--- config.mk ---
export PLATFORM = sky130hd
export DESIGN_NAME = usb_power_ctrl
export DESIGN_NICKNAME = d
export VERILOG_FILES = /design/src/rtl/usb_power_ctrl.sv
export SDC_FILE = /design/constraint.sdc
export NUM_CORES = 1
export LEC_CHECK = 0
export ABC_AREA = 1
export BUFFER_PORTS_ARGS = -buffer_cell sky130_fd_sc_hd__buf_2
export CAP_MARGIN = 20
export CORE_MARGIN = 5
export CORE_UTILIZATION = 51
export CTS_CLUSTER_SIZE = 14
export DETAILED_ROUTE_END_ITERATION = 8
export GPL_TIMING_DRIVEN = 0
export PLACE_DENSITY = 0.74
export SETUP_SLACK_MARGIN = 0.05
export SLEW_MARGIN = 20
export SYNTH_ARGS = -nofsm -noshare
export SYNTH_HDL_FRONTEND = slang
export SYNTH_SLANG_ARGS = --single-unit
--- constraint.sdc ---
create_clock -name clk -period 1.3 [get_ports clk]
set_input_delay 0.065 -clock clk [delete_from_list [all_inputs] [get_ports clk]]
set_output_delay 0.065 -clock clk [all_outputs]
set_load 0.03 [all_outputs]
--- src/rtl/usb_power_ctrl.sv ---
// usb_power_ctrl: per-port SMARC USB_EN_OC# merger with inrush blanking,
// debounced over-current detection, optional auto-retry and sticky status.
module usb_power_ctrl #(
    parameter int NUM_PORTS       = 2,
    parameter int BLANK_CYCLES    = 8,
    parameter int DEBOUNCE_CYCLES = 4,
    parameter int RETRY_CYCLES    = 0
) (
    input  logic                 clk,
    input  logic                 rst,
    input  logic [NUM_PORTS-1:0] enable,
    input  logic [NUM_PORTS-1:0] usb_en_oc_n_in,
    output logic [NUM_PORTS-1:0] usb_en_oc_n_oe,
    input  logic [NUM_PORTS-1:0] usb_drvvbus,
    output logic [NUM_PORTS-1:0] usb_pwrfault,
    input  logic [NUM_PORTS-1:0] fault_clr,
    output logic [NUM_PORTS-1:0] fault_sticky
);

    localparam int M1 = (BLANK_CYCLES > DEBOUNCE_CYCLES)
                      ? BLANK_CYCLES : DEBOUNCE_CYCLES;
    localparam int MAXC = (M1 > RETRY_CYCLES) ? M1 : RETRY_CYCLES;
    localparam int CW = $clog2(MAXC + 1);

    localparam logic [CW-1:0] BLANK_LAST =
        CW'((BLANK_CYCLES > 0) ? BLANK_CYCLES - 1 : 0);
    localparam logic [CW-1:0] DEB_LAST =
        CW'((DEBOUNCE_CYCLES > 0) ? DEBOUNCE_CYCLES - 1 : 0);
    localparam logic [CW-1:0] RETRY_LAST =
        CW'((RETRY_CYCLES > 0) ? RETRY_CYCLES - 1 : 0);
    localparam logic [CW-1:0] CNT_MAX = '1;

    typedef enum logic [1:0] {
        ST_OFF,
        ST_BLANK,
        ST_ON,
        ST_FAULT
    } state_t;

    genvar p;
    for (p = 0; p < NUM_PORTS; p++) begin : g_port
        logic [1:0]    oc_sync;
        logic [1:0]    vb_sync;
        logic          oc;
        logic          vbus;
        state_t        state;
        logic [CW-1:0] cnt;
        logic [CW-1:0] cnt_inc;
        logic          pwr_q;
        logic          sticky_q;

        // Two-flop synchronisers for the pin level and the VBUS request
        always_ff @(posedge clk) begin
            if (rst) begin
                oc_sync <= 2'b11;
                vb_sync <= 2'b00;
            end else begin
                oc_sync <= {oc_sync[0], usb_en_oc_n_in[p]};
                vb_sync <= {vb_sync[0], usb_drvvbus[p]};
            end
        end

        assign oc      = ~oc_sync[1];
        assign vbus    = vb_sync[1];
        assign cnt_inc = (cnt == CNT_MAX) ? cnt : cnt + CW'(1);

        // Power state machine; pwrfault tracks the next state so it is
        // high exactly while the registered state is FAULT
        always_ff @(posedge clk) begin
            if (rst) begin
                state    <= ST_OFF;
                cnt      <= '0;
                pwr_q    <= 1'b0;
                sticky_q <= 1'b0;
            end else begin
                pwr_q <= 1'b0;
                if (fault_clr[p]) begin
                    sticky_q <= 1'b0;
                end
                if (!enable[p] || !vbus) begin
                    state <= ST_OFF;
                    cnt   <= '0;
                end else begin
                    unique case (state)
                        ST_OFF: begin
                            cnt   <= '0;
                            state <= (BLANK_CYCLES == 0) ? ST_ON : ST_BLANK;
                        end
                        ST_BLANK: begin
                            if (cnt == BLANK_LAST) begin
                                state <= ST_ON;
                                cnt   <= '0;
                            end else begin
                                cnt <= cnt_inc;
                            end
                        end
                        ST_ON: begin
                            if (!oc) begin
                                cnt <= '0;
                            end else if (cnt == DEB_LAST) begin
                                state    <= ST_FAULT;
                                cnt      <= '0;
                                pwr_q    <= 1'b1;
                                sticky_q <= 1'b1;
                            end else begin
                                cnt <= cnt_inc;
                            end
                        end
                        ST_FAULT: begin
                            if (RETRY_CYCLES != 0 && cnt == RETRY_LAST) begin
                                state <= (BLANK_CYCLES == 0) ? ST_ON : ST_BLANK;
                                cnt   <= '0;
                            end else begin
                                pwr_q <= 1'b1;
                                cnt   <= (RETRY_CYCLES == 0) ? cnt : cnt_inc;
                            end
                        end
                        default: begin
                            state <= ST_OFF;
                            cnt   <= '0;
                        end
                    endcase
                end
            end
        end

        assign usb_en_oc_n_oe[p] = enable[p]
                                 & (state == ST_OFF || state == ST_FAULT);
        assign usb_pwrfault[p]   = pwr_q;
        assign fault_sticky[p]   = sticky_q;
    end

endmodule
### After elaboration in Yosys (flattened, before gate mapping)

Cells that the tools add are included.

* logic and storage cells: 84
* input port bits: 10
* output and inout port bits: 6
* register bits: 24

* equal/unequal tests: 18
* muxes and demuxes: 34
* add/subtract/negate cells: 2
* bitwise gates (word level): 2
* reduce and logical (&&, ||, !) cells: 16

Operators with widths (count)
* 4-bit 2-to-1 mux: 8
* 4-bit case mux with 3 select lines: 2
* 1-bit 2-to-1 mux: 14
* 2-bit 2-to-1 mux: 6
* 2-bit inequality test, second input constant: 6
* 2-bit case mux with 3 select lines: 2
* 4-bit by 1-bit adder with 4-bit output, second input constant: 2
* 2-bit == test, second input constant: 4
* 4-bit by 2-bit == test with 1-bit output, second input constant: 2
* 4-bit by 3-bit == test with 1-bit output, second input constant: 2
* 4-bit == test, second input constant: 2
* 4-bit AND reduction: 2
* 3-bit nonzero test: 2
* 2-bit by 1-bit == test with 1-bit output, second input constant: 2
* 1-bit logical NOT: 4
* 2-bit logical NOT: 2
* 1-bit logical OR: 4
* 1-bit case mux with 2 select lines: 2
* 2-bit OR reduction: 2
* 1-bit AND: 2

### Depth between registers and ports, before layout

Gate-level depths: netlist (run 1).

* depth after elaboration: 5
* gate-level depth with buffers: 7
* mapped depth without buffers: 7

### Least setup slack after synthesis (run 1)

Ideal clock, no wire load.

* path kind: reg-to-reg
* start point: register g_port[0].state[0]
* end point: register g_port[0].state[1]
* setup slack: 0.062 ns
* setup time: 0.064 ns
* stages on the path, launching flop included: 8
* data required time: 1.236 ns
* path buffers: 0
* clock period less this slack: 1.238 ns
* data arrival time: 1.175 ns
* path through: dfxtp_1 > inv_1 > ha_1 > a21oi_1 > nand3_2 > nand2_1 > inv_1 > nor2_1

* word-level cells in the longest chain between the ends: 3
* elaborated cells on any way between the ends: 9
* classes of those cells: 5 x eq/ne; 1 x mux; 3 x reduce/logical

RTL lines
* start, declared: RTL line 46 `state_t state;`
* start signal, assigned: RTL line 87 `state <= (BLANK_CYCLES == 0) ? ST_ON : ST_BLANK;`
* start signal, assigned: RTL line 111 `state <= (BLANK_CYCLES == 0) ? ST_ON : ST_BLANK;`
* 2-bit == test, or another cell as far along: RTL line 84 `unique case (state)`
* 2-bit inequality test (no source line) or 3-bit nonzero test (tied branches)
* 4-bit AND reduction (no source line)

Parallel ways exist; a longest one is shown, timed or not.
A chain may end at the register's enable or synchronous reset.

### Worst setup path in the final report (run 1)

* start point: register g_port[1].state[0]
* end point: output port usb_en_oc_n_oe[1]

* word-level cells in the longest chain between the ends: 3
* elaborated cells on any way between the ends: 4
* classes of those cells: 1 x eq/ne; 1 x bitwise; 2 x reduce/logical

RTL lines
* start, declared: RTL line 46
* start signal, assigned: RTL line 87
* start signal, assigned: RTL line 111
* 2-bit == test or 2-bit logical NOT (tied branches): RTL line 128 `& (state == ST_OFF || state == ST_FAULT);`
* 1-bit logical OR (*): RTL line 128
* 1-bit AND (*): RTL line 128
* end, declared: RTL line 13 `output logic [NUM_PORTS-1:0] usb_en_oc_n_oe,`

Every way passes the cells marked *; elsewhere a longest branch is shown, timed or not.

==> metrics.md, run 1 <==
| Metric | Value |
|---|---|
| Status | finished clean |
| H-tree Lvls | 1 |
| All-layer global routing usage | 18.9% |
| Total Wirelength | 3160 µm |
| Net Count, Synth | 205 |
| Pwr dens | 771 nW/µm² |
| Critical path startpoint category | flip-flop |
| Initial Util | 53.8% |
| Gr ovfl total | 0 |
| Die Y | 61.4 µm |
| Syn Std Cell Area | 1350 µm² |
| Core footprint | 2500 µm² |
| Rel. slew slack | 76.3% |
| Required time worst endpoint | 1.24 ns |
| Worst-Margin Slew | 0.355 ns |
| Synth top area share | 35.7% |
| Ant. Diodes | 0 |
| FF/Latch Area | 505 µm² |
| Clock share of power | 39.4% |
| Seq cells post-synth | 24 |
| First-pass GRT wire length | 5330 µm |
| Busiest grt layer | met2 |
| Final-report hold violation count | 0 |
| Dominant cell type by area after synthesis | dfxtp_1 |
| Initial DRC count | 40 |
| CTS Buf Count | 3 |
| Met1 Use GR | 22.1% |
| Vias | 1284 |
| Endpoints failing setup | 0 |
| Ratio of cells with drive above 1 in the final layout | 35.8% |
| Post-Synthesis Cells | 183 |
| Dominant cells by area after synthesis | dfxtp_1 (36%), ha_1 (11%), nand2_1 (11%), inv_1 (7.8%), nor2_1 (5.0%) |
| Clock latency on the worst-skew pair | 0.33 ns |
| Crit Path Class | flip-flop to primary output |
| Clock Path Buffers | 2 |
| Inst Count DP | 228 |
| CP arrival | 1.23 ns |
| Die Width | 61.4 µm |
| Tmin final | 1.30 ns |
| VDD IR max | 0.654 mV |
| Worst-path clk slew | 0.14 ns |
| Vias in the first global route | 1284 |
| RSZ-0062 raised after global routing | true |
| Detailed placement HPWL | 1960 µm |
| Final non-filler cell total | 245 |
| Post-route cell area | 1820 µm² |
| Fill cell count | 162 |
| Max Fclk | 772 MHz |
| Leakage | 0.845 nW |
| Sw Share | 21.5% |
| Type of the most critical hold path | input port to flip-flop |
| Logic pwr share | 7.6% |
| Row Count | 18 |
| NumNets Final | 238 |
| DR DRC count | 0 |
| Critical-path maximum fanout | 2 |
| Seq pwr share | 53.0% |
| CTS root buf | clkbuf_4 |
| GP Congestion | 0.774 |
| Seq/Total Area, Yosys | 35.7% |
| CP Capture Type | primary output |
| Psw | 0.000301 W |
| Routed Antenna Nets | 0 |
| Die area | 3760 µm² |
| Drt first pass iters | 4 |
| Initial antenna violation count | 0 |
| Final Max Tran Viols | 0 |
| Multi-input gate area | 866 µm² |
| Avg Inst Size Synth | 7.35 µm² |
| Area Overhead vs Synth | 35.3% |
| CTS tree | yes |
| Drt wl/cell | 12.9 µm |
| Final Cycle Share | 99.6% |
| Internal | 0.00110 W |
| Met3 Track Usage GR | 3.56% |
| Max-cap viol count | 0 |
| Synth Warn # | 0 |
| Post-Place Cell Area | 1460 µm² |
| Clk sink count | 24 |
| Layout Skew | 0.00299 ns |
| Design Power | 0.00140 W |
| Num ports | 16 |
| Largest net degree at the start of global routing | 15 |
| Vias/cell | 5.24 |
| Met2 usage | 33.2% |
| Cell variety after synth | 23 |
| Port bufs | 15 |
-- per-layer routing --
layer,routed length (µm),up-vias
met1,1280,586
li1,-,638
met2,1550,43
met5,0,-
met3,177,17
met4,151,0
-- worst max-delay path, cell delays in order, from the launching register on --
cell and delay [ns]:
dfxtp_4 0.39, inv_4 0.04, ha_4 0.26, nand2_2 0.04
inv_2 0.05, buf_6 0.12
-- per-stage QoR --
stage	hold WS [ns]	setup TNS (ns)	util, %	setup slack (ns)
after global placement	0.243	-0.0604	58.3	-0.0164
final	0.0641	0	72.8	0.00470
after global routing	0.0807	-0.0871	72.8	-0.0459
after floorplan	0.161	0	-	0.0616
after detailed placement	0.245	-0.441	58.3	-0.118
after CTS	0.0460	0	67.1	0.00380
-- final timing paths --
path | from | to | slack [ns] | cells past startpoint
worst max register to register | g_port[0].state[1] | g_port[0].cnt[3] | 0.07 | 6
worst min register to register | g_port[0].vb_sync[0] | g_port[0].vb_sync[1] | 0.42 | 2
worst max-delay path | g_port[1].state[0] | usb_en_oc_n_oe[1] | 0.005 | 5
worst min-delay path | rst | g_port[0].state[1] | 0.06 | 4
-- flip-flops by register name, summed over array words and instances (netlist names) --
signal           cells
g_port.state         4
g_port.vb_sync       4
g_port.oc_sync       4
g_port.sticky_q      2
g_port.cnt           8
g_port.pwr_q         2
-- logic make-up (layout without fill, tap and decap cells) --
| logic type | count (synthesis) | count (layout) | share of synthesized area (%) |
|---|---|---|---|
| fa+ha+maj | 12 | 12 | 11.2 |
| buf+inv | 34 | 66 | 11.2 |
| simple gates | 91 | 91 | 33.0 |
| compound gates | 22 | 22 | 8.93 |
| flops | 24 | 24 | 35.7 |
-- cells in the final DEF, fill, tap and decap left out, drive strengths merged --
cell,Yosys,routed
dfxtp,24,24
nand3,15,15
bufinv,0,1
dlygate4sd3,0,6
a21oi,12,12
clkbuf,0,3
o21bai,4,4
buf,5,27
nor2,20,20
ha,12,12
nor3,1,1
nand3b,1,1
nand2,45,45
inv,29,29
or2,4,4
nand4,4,4
o21ai,6,6
and3,1,1
-- power by group through the flow --
stage               logic [W]  registers, W  clock network (W)
floorplan           0.0000475      0.000768                  0
global placement    0.0000703      0.000769                  0
detailed placement  0.0000727      0.000770                  0
CTS                 0.0000981      0.000750           0.000567
global route         0.000118      0.000745           0.000598
finish               0.000107      0.000743           0.000553
-- synthesized netlist by cell type --
| cell type | instances |
|---|---|
| a21oi_1 | 12 |
| and3_1 | 1 |
| buf_4 | 4 |
| buf_6 | 1 |
| dfxtp_1 | 24 |
| ha_1 | 12 |
| inv_1 | 28 |
| inv_2 | 1 |
| nand2_1 | 38 |
| nand2_2 | 6 |
| nand2_4 | 1 |
| nand3_1 | 12 |
| nand3_2 | 3 |
| nand3b_1 | 1 |
| nand4_1 | 4 |
| nor2_1 | 18 |
| nor2_2 | 1 |
| nor2_8 | 1 |
| nor3_1 | 1 |
| o21ai_0 | 2 |
| o21ai_1 | 4 |
| o21bai_1 | 4 |
| or2_1 | 4 |
-- final cells by class --
| type | instances | share of cell area, % |
|---|---|---|
| multi-input combinational | 125 | 47.6 |
| sequential | 24 | 27.8 |
| timing repair buffer | 28 | 11.2 |
| inverter | 29 | 6.25 |
| buffer | 5 | 2.27 |
| tap | 30 | 2.06 |
| clock inverter | 1 | 1.65 |
| clock buffer | 3 | 1.24 |
-- what timing repair did --
item | 4_1_cts | 5_1_grt
setup buffers | 5 | 2
cloned | 0 | 0
endpoints found under the setup margin | 12 | 13
pin swaps | 4 | 10
hold buffers | 6 | 0
gates resized for setup | 23 | 32
hold endpoints to repair | 6 | 0
(Power assumes the default switching activity.)
==> run 2, diff against run 1 <==
ABC_AREA = unset   (was 1)
==> run 2 against run 1 <==
Effect of this change:
- sequential share of layout area fell by 0.87 points
- largest cell class unchanged
- via count fell by 8.9%
- cell count fell by 13%
- highest routed layer unchanged
- the run now ends with negative setup slack left
- worst setup slack got worse by 0.24 ns
- synthesized cell count fell by 21%
- critical path depth did not move
- register-to-register slack got worse by 0.30 ns
- core utilization rose by 4.3 points
- largest power group unchanged
- design area rose by 4.0%
==> metrics.md, run 2 <==
| Metric | Value |
|---|---|
| Dominant cells by area after synthesis | dfxtp_1 (37%), ha_1 (12%), nor2_1 (4.4%), a211oi_1 (3.5%), nor2b_1 (3.4%) |
| Top delay family on crit path | simple AND/OR/NAND/NOR gates |
| Die Width | 60.2 µm |
| Required time worst endpoint | 1.53 ns |
| Most frequent cells in the layout | buf_4 (16), dfxtp_1 (15), nor2_1 (14), buf_2 (14) |
| Final Max Tran Viols | 0 |
| Syn Std Cell Area | 1290 µm² |
| Leakage | 0.707 nW |
| Clock latency on the worst-skew pair | 0.32 ns |
| Met3 routed WL | 103 µm |
| Post-Synthesis Cells | 144 |
| Top-count cell post-synth | dfxtp_1 |
| Critical Path Stages | 5 |
| Final Cycle Share | 118% |
| Critical path startpoint category | flip-flop |
| Max-cap viol count | 0 |
| Clk sink count | 24 |
| GP Congestion | 0.792 |
| Avg Inst Size Synth | 8.93 µm² |
| Top_reg_cell synth | dfxtp_1 |
| Num ports | 16 |
| Layout Skew | 0.00104 ns |
| CTS Buf Count | 3 |
| Hold Path End | g_port[1].sticky_q |
| NumNets Final | 207 |
| Initial Util | 52.4% |
| Place WS | -0.291 ns |
| Hold Crit Depth | 3 |
| Worst-path clk slew | 0.13 ns |
| Max FFs per register | 8 |
| Number of synthesized flops with an enable pin | 0 |
| Gr ovfl total | 0 |
| Setup ws final | -0.234 ns |
| Final-report hold violation count | 0 |
| Post-synth ARST share | 0% |
| Die Y | 60.2 µm |
| Initial DRC count | 40 |
| Critical-path maximum fanout | 5 |
| Pwr dens | 657 nW/µm² |
| Drt first pass iters | 6 |
| Slowest library cell on the worst path | or3b_4 |
| All-layer global routing usage | 19.4% |
| CP Cell Sequence | ha_4, or3b_4, nor4_4, nor3_1, a211oi_1 |
| Net Count, Synth | 166 |
| Vias in the first global route | 1160 |
| Register with the most flip-flops | g_port.cnt |
| VDD IR max | 0.723 mV |
| Reg2reg setup slack | -0.23 ns |
| Status | finished with violations |
| CP Capture Type | flip-flop |
| Synth top area share | 37.4% |
| Initial antenna violation count | 0 |
| Met2 Wirelength | 1600 µm |
| Clock Path Buffers | 2 |
| Total Wirelength | 3190 µm |
| Cell variety after synth | 39 |
| First-pass GRT wire length | 5260 µm |
| Commonest non-fill, non-tap cell in the layout | buf_4 |
| R2R cell count | 5 |
| Routed Antenna Nets | 0 |
| Row Count | 18 |
| Wire length on met1 | 1430 µm |
| Failing checks | negative setup slack |
| H-tree Lvls | 1 |
| Ratio of cells with drive above 1 in the final layout | 48.9% |
| CP bufs+invs | 0 |
| Tmin final | 1.53 ns |
| Vias | 1170 |
| Vias/cell | 5.47 |
| Die area | 3630 µm² |
| Port bufs | 15 |
| Type of the most critical hold path | input port to flip-flop |
| Seq cells post-synth | 24 |
| Top routing layer used | met4 |
| RSZ-0062 raised after global routing | true |
| DR DRC count | 0 |
| Critical register-to-register path startpoint | g_port[0].cnt[0] |
| Crit-path max cell delay | 0.40 ns |
| Area Overhead vs Synth | 47.2% |
| Endpoints failing setup | 15 |
| Ant. Diodes | 0 |
| Final hold slack | 0.0268 ns |
| CTS root buf | clkbuf_4 |
| CTS tree | yes |
| Largest net degree at the start of global routing | 14 |
| Rel. slew slack | 76.0% |
| Seq/Total Area, Yosys | 37.4% |
| Hold path start | fault_clr[1] |
| R2R Path End | g_port[0].state[1] |
| Dominant cell type by area after synthesis | dfxtp_1 |
| CP arrival | 1.76 ns |
| Worst-Margin Slew | 0.354 ns |
| Crit Path Class | flip-flop to flip-flop |
| Worst Setup SP | g_port[0].cnt[0] |
| Drt wl/cell | 14.9 µm |
| Commonest cells in the netlist | dfxtp_1 (24), nor2_1 (15), ha_1 (12) |
| Detailed placement HPWL | 1940 µm |
| Synth Warn # | 0 |
| Core footprint | 2450 µm² |
| Max Fclk | 652 MHz |
## run 2: changes by cell type in the layout (fill, tap and decap cells not counted), sizes merged, moves of 3 or more
cell    before  now
buf         27   37
nand2b       0    5
inv         29    9
a21oi       12    5
nand2       45    6
nand3b       1    4
nor2        20   15
nor2b        0    7
nand3       15    4
a211oi       0    6
nand4        4    1
## run 2: layout make-up
class                           instances  area [µm²]
Inverter                                9        36.3
Buffer                                  7        50.0
Tap cell                               30        37.5
Fill cell                             169         562
Clock buffer                            4        36.3
Sequential cell                        24         509
Multi-Input combinational cell        104         951
Timing Repair Buffer                   36         273
## run 2: timing repair
item | CTS | global route
setup endpoints to repair | 17 | 18
pin swaps | 15 | 9
setup buffers | 13 | 4
endpoints found under the hold margin | 5 | 0
hold buffers | 5 | 0
resized for setup | 34 | 14
## run 2: stage by stage
step	instances	utilization [%]	cell area [µm²]	total power, W	setup TNS (ns)
after CTS	211	74.3	1820	0.00125	-1.39
final	214	77.1	1890	0.00124	-1.73
after detailed placement	189	61.8	1520	0.000834	-1.68
after global routing	214	77.1	1890	0.00128	-2.71
after floorplan	144	-	1400	0.000808	-0.443
after global placement	189	61.8	1520	0.000832	-1.37
## run 2: cell families (layout without fill, tap and decap cells)
family / count (synthesis) / count (layout) / share of synthesized area [%]
fa+ha+maj: 12 / 12 / 11.7
buf+inv: 16 / 56 / 5.93
flops: 24 / 24 / 37.4
simple gates: 60 / 60 / 26.2
compound gates: 30 / 30 / 17.3
mux: 2 / 2 / 1.56
## run 2: where the power goes
part	internal, W	switching, W
registers	0.000734	0.00000925
clock network	0.000172	0.000232
logic	0.0000555	0.0000409
total	0.000961	0.000282
## run 2: tightest hold or removal path, cell delays in order
cell	delay, ns
buf_2	0.08
nor3b_1	0.04
a21o_1	0.14
## run 2: how the worst max path moves through the flow
stage	endpoint	slack, ns
finish	g_port[0].state[1]	-0.23
global route	g_port[0].state[0]	-0.33
CTS	g_port[0].state[0]	-0.26
detailed placement	g_port[0].state[1]	-0.29
global placement	g_port[0].state[1]	-0.23
floorplan	g_port[0].state[1]	-0.11
## run 2: routing by layer
layer | up-vias | global-route usage, %
li1 | 588 | -
met1 | 550 | 24.1
met2 | 27 | 32.4
met3 | 5 | 3.24
met4 | 0 | 8.54
met5 | - | 0
